### src/rtl/fsm_mestre_cq_if.sv
// Handshake bundle between the line master FSM and its environment
// (operator controls, QC position sensor and the QC/discard block).
interface fsm_mestre_cq_if;
   logic       habilitar;
   logic       sensor_cq;
   logic       cq_idle;
   logic       cq_tarefa_concluida;
   logic       cq_garrafa_aprovada;
   logic       limpar_contagem;
   logic       ack_erro;
   logic       cq_start;
   logic       cq_garrafa_concluida;
   logic       esteira_ativa;
   logic [3:0] contador_garrafas;
   logic [6:0] duzias;
   logic       duzia_completa;
   logic       erro_timeout;

   modport master (
      input  habilitar, sensor_cq, cq_idle, cq_tarefa_concluida,
             cq_garrafa_aprovada, limpar_contagem, ack_erro,
      output cq_start, cq_garrafa_concluida, esteira_ativa,
             contador_garrafas, duzias, duzia_completa, erro_timeout
   );

   modport slave (
      output habilitar, sensor_cq, cq_idle, cq_tarefa_concluida,
             cq_garrafa_aprovada, limpar_contagem, ack_erro,
      input  cq_start, cq_garrafa_concluida, esteira_ativa,
             contador_garrafas, duzias, duzia_completa, erro_timeout
   );
endinterface

### src/rtl/fsm_mestre_cq.sv
// Bottling line master: moves bottles to QC, waits for the verdict with a
// timeout, releases them and counts approved bottles in dozens.
//
// state          | meaning
// IDLE           | line stopped, waiting for enable and QC idle
// ESPERA_GARRAFA | conveyor running, waiting for a bottle at QC
// AGUARDA_CQ     | conveyor stopped, QC started, timeout running
// FINALIZA       | verdict in, bottle released to QC/discard until it is idle
// LIBERA         | conveyor running until the bottle leaves the sensor
// ERRO           | QC timed out, waiting for operator acknowledge
module fsm_mestre_cq #(
   parameter logic [25:0] TIMEOUT_CICLOS = 26'd50000000,
   parameter logic [6:0]  MAX_DUZIAS     = 7'd99
) (
   input logic             clk,
   input logic             reset,
   fsm_mestre_cq_if.master bus
);

   typedef enum logic [2:0] {
      IDLE           = 3'd0,
      ESPERA_GARRAFA = 3'd1,
      AGUARDA_CQ     = 3'd2,
      FINALIZA       = 3'd3,
      LIBERA         = 3'd4,
      ERRO           = 3'd5
   } estado_t;

   estado_t     estado_q, estado_d;
   logic [25:0] timer_q, timer_d;
   logic [3:0]  contador_q, contador_d;
   logic [6:0]  duzias_q, duzias_d;
   logic        pulso_q, pulso_d;
   logic        incrementa;
   logic        timeout;

   assign timeout = (timer_q == TIMEOUT_CICLOS - 26'd1);

   always_ff @(posedge clk or posedge reset) begin
      if (reset) begin
         estado_q   <= IDLE;
         timer_q    <= '0;
         contador_q <= '0;
         duzias_q   <= '0;
         pulso_q    <= 1'b0;
      end else begin
         estado_q   <= estado_d;
         timer_q    <= timer_d;
         contador_q <= contador_d;
         duzias_q   <= duzias_d;
         pulso_q    <= pulso_d;
      end
   end

   // A verdict arriving on the last timeout cycle still takes the FINALIZA path.
   always_comb begin
      estado_d   = estado_q;
      incrementa = 1'b0;
      case (estado_q)
         IDLE: begin
            if (bus.habilitar && bus.cq_idle) estado_d = ESPERA_GARRAFA;
         end
         ESPERA_GARRAFA: begin
            if (bus.sensor_cq)       estado_d = AGUARDA_CQ;
            else if (!bus.habilitar) estado_d = IDLE;
         end
         AGUARDA_CQ: begin
            if (bus.cq_tarefa_concluida) begin
               estado_d   = FINALIZA;
               incrementa = bus.cq_garrafa_aprovada;
            end else if (timeout) begin
               estado_d = ERRO;
            end
         end
         FINALIZA: begin
            if (bus.cq_idle) estado_d = LIBERA;
         end
         LIBERA: begin
            if (!bus.sensor_cq) estado_d = bus.habilitar ? ESPERA_GARRAFA : IDLE;
         end
         ERRO: begin
            if (bus.ack_erro) estado_d = IDLE;
         end
         default: estado_d = IDLE;
      endcase
   end

   always_comb begin
      timer_d = '0;
      if (estado_q == AGUARDA_CQ && estado_d == AGUARDA_CQ) timer_d = timer_q + 26'd1;
   end

   always_comb begin
      contador_d = contador_q;
      duzias_d   = duzias_q;
      pulso_d    = 1'b0;
      if (bus.limpar_contagem) begin
         contador_d = '0;
         duzias_d   = '0;
      end else if (incrementa) begin
         if (contador_q == 4'd11) begin
            contador_d = '0;
            pulso_d    = 1'b1;
            if (duzias_q != MAX_DUZIAS) duzias_d = duzias_q + 7'd1;
         end else begin
            contador_d = contador_q + 4'd1;
         end
      end
   end

   assign bus.cq_start             = (estado_q == AGUARDA_CQ);
   assign bus.cq_garrafa_concluida = (estado_q == FINALIZA);
   assign bus.esteira_ativa        = (estado_q == ESPERA_GARRAFA) || (estado_q == LIBERA);
   assign bus.erro_timeout         = (estado_q == ERRO);
   assign bus.contador_garrafas    = contador_q;
   assign bus.duzias               = duzias_q;
   assign bus.duzia_completa       = pulso_q;

endmodule

### src/flat_wrapper.sv
// flat-port wrapper written by rule: the top's interface ports become plain ports
module fsm_mestre_cq_flat 
#(
   parameter logic [25:0] TIMEOUT_CICLOS = 26'd50000000,
   parameter logic [6:0]  MAX_DUZIAS     = 7'd99
)
  (clk, reset, bus_habilitar, bus_sensor_cq, bus_cq_idle, bus_cq_tarefa_concluida, bus_cq_garrafa_aprovada, bus_limpar_contagem, bus_ack_erro, bus_cq_start, bus_cq_garrafa_concluida, bus_esteira_ativa, bus_contador_garrafas, bus_duzias, bus_duzia_completa, bus_erro_timeout);
  fsm_mestre_cq_if bus_i ();
  input logic clk;
  input logic reset;
  input wire logic [$bits(bus_i.habilitar)-1:0] bus_habilitar;
  input wire logic [$bits(bus_i.sensor_cq)-1:0] bus_sensor_cq;
  input wire logic [$bits(bus_i.cq_idle)-1:0] bus_cq_idle;
  input wire logic [$bits(bus_i.cq_tarefa_concluida)-1:0] bus_cq_tarefa_concluida;
  input wire logic [$bits(bus_i.cq_garrafa_aprovada)-1:0] bus_cq_garrafa_aprovada;
  input wire logic [$bits(bus_i.limpar_contagem)-1:0] bus_limpar_contagem;
  input wire logic [$bits(bus_i.ack_erro)-1:0] bus_ack_erro;
  output wire logic [$bits(bus_i.cq_start)-1:0] bus_cq_start;
  output wire logic [$bits(bus_i.cq_garrafa_concluida)-1:0] bus_cq_garrafa_concluida;
  output wire logic [$bits(bus_i.esteira_ativa)-1:0] bus_esteira_ativa;
  output wire logic [$bits(bus_i.contador_garrafas)-1:0] bus_contador_garrafas;
  output wire logic [$bits(bus_i.duzias)-1:0] bus_duzias;
  output wire logic [$bits(bus_i.duzia_completa)-1:0] bus_duzia_completa;
  output wire logic [$bits(bus_i.erro_timeout)-1:0] bus_erro_timeout;
  assign bus_i.habilitar = bus_habilitar;
  assign bus_i.sensor_cq = bus_sensor_cq;
  assign bus_i.cq_idle = bus_cq_idle;
  assign bus_i.cq_tarefa_concluida = bus_cq_tarefa_concluida;
  assign bus_i.cq_garrafa_aprovada = bus_cq_garrafa_aprovada;
  assign bus_i.limpar_contagem = bus_limpar_contagem;
  assign bus_i.ack_erro = bus_ack_erro;
  assign bus_cq_start = bus_i.cq_start;
  assign bus_cq_garrafa_concluida = bus_i.cq_garrafa_concluida;
  assign bus_esteira_ativa = bus_i.esteira_ativa;
  assign bus_contador_garrafas = bus_i.contador_garrafas;
  assign bus_duzias = bus_i.duzias;
  assign bus_duzia_completa = bus_i.duzia_completa;
  assign bus_erro_timeout = bus_i.erro_timeout;
  fsm_mestre_cq #(.TIMEOUT_CICLOS(TIMEOUT_CICLOS), .MAX_DUZIAS(MAX_DUZIAS)) u_core (.clk(clk), .reset(reset), .bus(bus_i));
endmodule
### config.mk
export PLATFORM = sky130hd
export DESIGN_NAME = fsm_mestre_cq_flat
export DESIGN_NICKNAME = d
export VERILOG_FILES = /design/src/rtl/fsm_mestre_cq_if.sv /design/src/rtl/fsm_mestre_cq.sv /design/src/flat_wrapper.sv
export SDC_FILE = /design/constraint.sdc
export NUM_CORES = 1
export LEC_CHECK = 0
export ABC_AREA = 1
export CAP_MARGIN = 10
export CORE_ASPECT_RATIO = 0.5
export CORE_MARGIN = 8
export CORE_UTILIZATION = 55
export CTS_CLUSTER_SIZE = 25
export DETAILED_ROUTE_END_ITERATION = 12
export PLACE_DENSITY = 0.77
export SYNTH_ARGS = -nofsm -noshare
export SYNTH_HDL_FRONTEND = slang
export SYNTH_SLANG_ARGS = --single-unit
### constraint.sdc
create_clock -name clk -period 4.1 [get_ports clk]
set_input_delay 0.615 -clock clk [delete_from_list [all_inputs] [get_ports clk]]
set_output_delay 0.615 -clock clk [all_outputs]
set_load 0.01 [all_outputs]
==> results.cfg <==
[critical_path]
ff2ff_path_depth = 8
crit_path_top_delay_cell = clkdlybuf4s50_1
crit_cells = 4
cpPeakStageDelay_ns = 0.54
critPathBufInv = 1
required_ns = 3.48
worstSetupStartpointType = flip-flop
worstPathCellList = nor2_2 -> nand2_1 -> nand2_1 -> clkdlybuf4s50_1
path_class = reg -> out
critPathTopFamily = buffers and inverters
critPathArrivalTime_ns = 1.62
cp_max_fo = 6
critPathMostFrequentCell = nand2_1
crit_path_end_kind = output pin

[clock_tree]
root_buffer = clkbuf_8
cts_tree = done
cts_setup_buffers = 0
cts_inserted_buffers = 5
clk_latency_ns = 0.30
clkSlewWorstSetupHoldPaths_ns = 0.08
htree_levels = 2
clockBufferDepth = 2
ctsHoldBuffers = 0
cts.sinks = 41
cts_resized = 0

[timing]
worst_slew_pin_slew_ns = 0.657
setup_tns_ns = 0
slew_violations = 0
rsz0062_at_grt = no
relSlewSlack = 0.562
clock_skew_ns = 0.00315
fin_crit_ns = 2.23
hold_viol_final = 0
fmax_ghz = 0.448
layout_setup_ws_ns = 1.87
setup_viol = 0
fin_crit_sh = 0.545

[yosys]
synthTopCellsByArea = dfrtp_1 (39%), nand2_1 (16%), nor2_1 (9.9%), nor2_4 (8.6%), xor2_1 (4.3%)
synthSimpleGateAreaFrac = 0.432
syn_area_um2 = 2620
muxShareOfSynthArea = 0
yosys.area.top_type_share = 0.391
synth-xor-area-share = 0.0668
yosys_warnings = 0
synth-seq-cells = 41
syn_area_per_cell_um2 = 7.43
synth_top_family_by_area = simple AND/OR/NAND/NOR gates
synth_adder_area_share = 0.0143
syn_inst = 353
synth_compound_area_frac = 0.0267
synth_nets = 365
yosysSeqAreaShare = 0.391
yosysTopAreaCell = dfrtp_1
ys_types = 24

[global_routing]
grt_usage = 0.153
grt_max_degree = 42
grt_pass1_vias = 2077
grt_overflow_total = 0
grt_pass1_wl_um = 9200
antenna_found_initial = 0

[pwr]
p_per_area_nw_per_um2 = 386
p_leak_nw = 1.22
p_total_mw = 1.16
ir_worst_vdd_mv = 0.232

[cells_and_area]
finalInstanceArea_um2 = 3000
final_cell_mix = nand2_1 (115), nor2_1 (69), dfrtp_1 (41)
final_nets = 393
num_antenna_cells = 0
layout_commonest_cell = nand2_1
synthToLayoutAreaGrowth_pct = 14.6
drive_gt1_frac = 0.118

[status]
outcome = completed

[detailed_routing]
wl_um = 5410
final_antenna_net_count = 0
routedWlPerCell_um = 12.1
vias = 2199
drc = 0
dr.first_iter.drc_count = 98
via_per_inst = 4.91
drtPass1Iterations = 4

[floorplan]
core-area_um2 = 4490
fp.dieH_um = 64.8
die_area_um2 = 7370
io_pins = 25
start_util = 0.584
rows = 17
dieWidth_um = 114

[placed_design]
numPortBuffers = 24
place_congestion = 0.935
placed_area_um2 = 2900
place_ws_ns = 1.92
dp_hpwl_um = 4190

[min_path]
hold_path.class = reg -> reg
whs_path_depth = 1

[run]
max-cap-violations = 0
## worst register-to-register path, delay by kind of cell (launching register included)
kind,cells,cell delay [ns]
AO/OA/AOI/OAI,1,0.13
adder cells (fa/ha/maj),1,0.32
buffers and inverters,1,0.11
flip-flops,1,0.44
AND/OR/NAND/NOR,5,0.99
## area by class of cell
type	instances	area (um2)
Clock buffer	7	96.3
Clock inverter	1	5.00
Fill cell	387	1480
Inverter	35	131
Multi-Input combinational cell	273	1420
Sequential cell	41	1030
Tap cell	66	82.6
Timing Repair Buffer	25	248
## synth_stat cells
cell type  number
nand2_1       115
nor2_1         69
dfrtp_1        41
inv_1          30
nand3_1        22
nor2_4         20
xor2_1         13
xnor2_1         7
o21ai_0         6
inv_2           5
a21oi_1         3
ha_1            3
nand4_1         3
buf_12          2
buf_2           2
nand2_2         2
nand3_2         2
nor2_2          2
a21oi_4         1
nand2_4         1
nand3_4         1
nand3b_1        1
o21ai_2         1
or2_2           1
## stage by stage
stage	utilization	hold WS, ns	instances
after floorplan	-	0.490	353
after global placement	0.647	0.528	440
after detailed placement	0.647	0.546	440
after CTS	0.669	0.557	448
after global routing	0.669	0.576	448
final	0.669	0.554	448
## per-layer routing
metal,global-route usage,up-vias,wire length [um]
li1,-,1131,-
met1,0.191,1014,2630
met2,0.254,51,2410
met3,0.0526,3,347
met4,0.0313,0,23
met5,0,-,0
## worst paths after layout
kind,start,end,slack [ns]
max,u_core.estado_q[0],bus_esteira_ativa,1.87
min,u_core.timer_q[0],u_core.timer_q[0],0.55
min reg2reg,u_core.timer_q[0],u_core.timer_q[0],0.55
min in group asynchronous,reset,u_core.timer_q[20],0.75
max in group asynchronous,reset,u_core.timer_q[9],3.01
max reg2reg,u_core.timer_q[0],u_core.timer_q[2],1.97
## flip-flops by register name (all words and copies together) (netlist names)
name and cells:
u_core.bus.duzias 7, u_core.estado_q 3, u_core.bus.contador_garrafas 4, u_core.bus.duzia_completa 1, u_core.timer_q 26
## where the power goes
group          switching (mW)  total, mW  internal, mW
clock                   0.142      0.294         0.152
sequential             0.0475      0.482         0.435
combinational           0.259      0.382         0.124
## logic make-up after synthesis
kind of cell | count (synthesis)
AOI/OAI and AO/OA | 11
buffers and inverters | 39
and+or+nand+nor | 239
DFF | 41
adders and majority gates | 3
xor gates and xnor gates | 20
Power figures use the tool's default switching activity.
==> RTL edit 1: new RTL, same settings <==
Register the output `bus.erro_timeout`, without a reset; this adds one clock of latency there.
--- a/src/rtl/fsm_mestre_cq.sv
+++ b/src/rtl/fsm_mestre_cq.sv
@@ -111,7 +111,9 @@
    assign bus.cq_start             = (estado_q == AGUARDA_CQ);
    assign bus.cq_garrafa_concluida = (estado_q == FINALIZA);
    assign bus.esteira_ativa        = (estado_q == ESPERA_GARRAFA) || (estado_q == LIBERA);
-   assign bus.erro_timeout         = (estado_q == ERRO);
+   always_ff @(posedge clk) begin
+      bus.erro_timeout <= (estado_q == ERRO);
+   end
    assign bus.contador_garrafas    = contador_q;
    assign bus.duzias               = duzias_q;
    assign bus.duzia_completa       = pulso_q;
Function: same outputs for any inputs over 10 cycles, from zero or initial values and one cycle with reset high; that may be too few to reach the edited logic, so the function may still have changed.
==> RTL edit 1 against the original RTL <==
Global-route usage grew 0.59 points; cell area grew 0.42%; non-clock buffer count is the same; routed wire length grew 1.3%; largest power group unchanged; total power shrank 0.37%; area after synthesis grew 0.76%; count of clock-buffer cells in the layout shrank 2; setup slack gained 0.011 ns; sequential cell count grew 1; die area grew 0.62%; largest cell class unchanged.
==> RTL edit 1: results (changes against the original RTL) <==
Logic synthesis
  • Mapped Nets: 366 (was 365)
  • Post-Synth XOR/XNOR Area: 0.06629 (was 0.06679)
  • Area share of fa/ha/maj cells after synthesis: 0.01420 (was 0.01431)
  • Synth top area cells: dfrtp_1, nand2_1, nor2_1 (unchanged)
  • Synth Area in Compound Gates: 0.02652 (was 0.02672)
  • Library cells used by synthesis: 25 (was 24)
  • Seq/Total Area, Yosys: 0.3958 (was 0.3912)
  • Fraction of registers with async set/reset: 0.9762 (was 1.000)

Global routing
  • Met3 GRT Util: 0.05817 (was 0.05263)
  • Met1 Use GR: 0.1943 (was 0.1909)
  • GR Util All Layers: 0.1591 (was 0.1532)
  • Met2 Use GR: 0.2663 (was 0.2540)
  • Vias in the first global route: 2206 (was 2077)
  • First-pass GRT wire length: 9680 um (was 9197 um)

Layout
  • Post-layout net count: 394 (was 393)
  • Max reg flops: 26 (unchanged)
  • Share of layout cells above drive strength 1: 0.1175 (was 0.1178)

Detailed routing
  • DR WL met2: 2506 um (was 2413 um)
  • Met3 wire len: 389 um (was 347 um)
  • DRT Wirelength: 5481 um (was 5412 um)
  • Total number of vias: 2277 (was 2199)
  • M1 WL: 2559 um (was 2627 um)

Placed design
  • RePlAce Congestion: 0.9306 (was 0.9349)
  • Pre-CTS setup slack: 1.882 ns (was 1.923 ns)
  • Post-DP HPWL: 4081 um (was 4193 um)

STA
  • Slew headroom: 0.5637 (was 0.5619)
  • Clock Skews: 0.009753 ns (was 0.003146 ns)

Run status
  • Outcome: complete, no violations (unchanged)

Clock network
  • CTS Buffer Depth: 2 (unchanged)

Power and ir drop
  • Worst vdd ir: 0.2861 mV (was 0.2319 mV)
  • Pleak: 0.001218 uW (was 0.001219 uW)
==> RTL edit 1: cell types whose count changed after synthesis, sizes merged <==
cell   unedited run  this run
dfxtp             0         1
==> RTL edit 1: through the flow <==
stage	hold slack, ns	utilization	cell area, um^2	std cells	power (uW)
after floorplan	0.4899	-	2643	354	823.3
after global placement	0.5441	0.6482	2923	441	877.6
after detailed placement	0.5563	0.6482	2923	441	882.8
after CTS	0.5797	0.6690	3017	449	1166
after global routing	0.6239	0.6690	3017	449	1223
final	0.5769	0.6690	3017	449	1154
==> RTL edit 1: path summary, 6_finish.rpt <==
check                              startpoint              endpoint  slack, ns  cells past startpoint
hold reg to reg             u_core.timer_q[0]     u_core.timer_q[0]       0.58                      1
max in group asynchronous               reset    u_core.timer_q[12]       3.00                      3
setup reg to reg            u_core.timer_q[0]     u_core.timer_q[4]       1.94                      8
min in group asynchronous               reset  u_core.bus.duzias[5]       0.74                      3
hold / removal              u_core.timer_q[0]     u_core.timer_q[0]       0.58                      1
setup / recovery           u_core.estado_q[0]     bus_esteira_ativa       1.88                      4
==> RTL edit 1: where the power goes <==
group          leakage [uW]  switching, uW  internal [uW]  total (uW)
combinational      0.000602            256            124         380
sequential         0.000572           47.2            445         493
clock             0.0000447            159            123         282
==> RTL edit 1: final cells by class <==
type	count	area (um^2)
fillers	404	1493
multi-input cells	273	1415
flip-flops and latches	42	1046
repair buffers	25	247.7
inverters	35	131.4
well taps	66	82.58
clock buffers	5	68.82
clock inverters	3	25.02
==> RTL edit 1: cells by family after synthesis <==
group           Yosys count
compound gates           11
buf+inv                  39
xor+xnor                 20
flops                    42
simple gates            239
fa+ha+maj                 3
==> RTL edit 2: new RTL, same settings <==
Made on the original files. `MAX_DUZIAS` is set to 7'd99 in 2 places; all go to 7'd49.
--- a/src/rtl/fsm_mestre_cq.sv
+++ b/src/rtl/fsm_mestre_cq.sv
@@ -10,7 +10,7 @@
 // ERRO           | QC timed out, waiting for operator acknowledge
 module fsm_mestre_cq #(
    parameter logic [25:0] TIMEOUT_CICLOS = 26'd50000000,
-   parameter logic [6:0]  MAX_DUZIAS     = 7'd99
+   parameter logic [6:0]  MAX_DUZIAS     = 7'd49
 ) (
    input logic             clk,
    input logic             reset,
--- a/src/flat_wrapper.sv
+++ b/src/flat_wrapper.sv
@@ -2,7 +2,7 @@
 module fsm_mestre_cq_flat 
 #(
    parameter logic [25:0] TIMEOUT_CICLOS = 26'd50000000,
-   parameter logic [6:0]  MAX_DUZIAS     = 7'd99
+   parameter logic [6:0]  MAX_DUZIAS     = 7'd49
 )
   (clk, reset, bus_habilitar, bus_sensor_cq, bus_cq_idle, bus_cq_tarefa_concluida, bus_cq_garrafa_aprovada, bus_limpar_contagem, bus_ack_erro, bus_cq_start, bus_cq_garrafa_concluida, bus_esteira_ativa, bus_contador_garrafas, bus_duzias, bus_duzia_completa, bus_erro_timeout);
   fsm_mestre_cq_if bus_i ();
Check against the original RTL: no difference found for any inputs over 10 cycles, from zero or initial values and one cycle with reset high; that may be too few to reach the edited logic, so the function may still have changed.
==> RTL edit 2 against the original RTL <==
Worst hold slack worse by 0.014 ns; combinational power is 25% lower; die area is 3.7% lower; maximum frequency is 0.95% lower; area after synthesis is 4.5% lower; setup slack worse by 0.022 ns; register-to-register slack better by 0.13 ns; cell area is 3.0% lower; sequential power is 5.4% lower; routed wire length is 3.0% higher; total power is 7.4% lower; count of clock-buffer cells in the layout is 2 lower; sequential cell count stayed put; largest power group unchanged.
==> RTL edit 2: results (changes against the original RTL) <==
Global routing
  • Met3 GRT Util: 0.06421 (was 0.05263)
  • Largest net degree at the start of global routing: 27 (was 42)
  • GR Util All Layers: 0.1644 (was 0.1532)
  • Vias in the first global route: 2194 (was 2077)
  • First-pass GRT wire length: 9770 um (was 9197 um)
  • Met1 Use GR: 0.2028 (was 0.1909)

Detailed routing
  • DR WL met2: 2441 um (was 2413 um)
  • Initial DRC count: 136 (was 98)
  • Met3 wire len: 467 um (was 347 um)

STA
  • Clock Skews: 0.01012 ns (was 0.003146 ns)
  • Worst slew pin tran: 0.8358 ns (was 0.6572 ns)

Power and ir drop
  • Pwr per Cell Area: 368.2 mW/mm^2 (was 385.7 mW/mm^2)
  • Switch Pwr: 370.6 uW (was 447.8 uW)
  • Worst vdd ir: 0.2056 mV (was 0.2319 mV)

Logic synthesis
  • Seq/Total Area, Yosys: 0.4098 (was 0.3912)
  • Synth top area cells: dfrtp_1, nand2_1, nor2_1 (unchanged)
  • Post-Synth XOR/XNOR Area: 0.06997 (was 0.06679)
  • Synthesized area per cell: 7.257 um^2 (was 7.429 um^2)

Floorplan
  • Die W: 111.4 um (was 113.7 um)

Layout
  • Share of layout cells above drive strength 1: 0.1197 (was 0.1178)
  • Filler instances: 413 (was 387)
  • Post-layout net count: 388 (was 393)
  • Combined area of the multi-input logic cells: 0.001294 mm^2 (was 0.001415 mm^2)
  • Data buffer area share: 0.08498 (was 0.08247)

Placed design
  • Post-placement cell area: 0.002800 mm^2 (was 0.002903 mm^2)
  • RePlAce Congestion: 0.8875 (was 0.9349)
  • Placed Instances: 425 (was 440)
  • Post-DP HPWL: 4276 um (was 4193 um)

Critical path
  • Crit Path Max Fanout: 5 (was 6)
  • Arrival @ worst endpoint: 1.64 ns (was 1.62 ns)

Run status
  • Outcome: complete, no violations (unchanged)
[RTL edit 2: cell types whose count changed in the layout (fill, tap and decap cells not counted), sizes merged, moves of 4 or more]
cell,before,now
nor3,0,12
inv,35,43
nor2,91,86
nand4,3,7
nand2,118,96
[RTL edit 2: logic make-up (layout without fill, tap and decap cells)]
kind of cell | count (synthesis) | after routing
buf+inv | 45 | 76
simple gates | 225 | 225
xor+xnor | 20 | 20
compound gates | 10 | 10
fa+ha+maj | 4 | 4
flops | 41 | 41
[RTL edit 2: path summary, 6_finish.rpt]
kind	end	slack, ns	cells past startpoint
setup / recovery	bus_cq_start	1.84	4
max in group asynchronous	u_core.estado_q[2]	2.54	3
setup reg to reg	u_core.timer_q[3]	2.10	10
min in group asynchronous	u_core.bus.duzias[2]	0.78	2
hold / removal	u_core.timer_q[0]	0.54	1
hold reg to reg	u_core.timer_q[0]	0.54	1
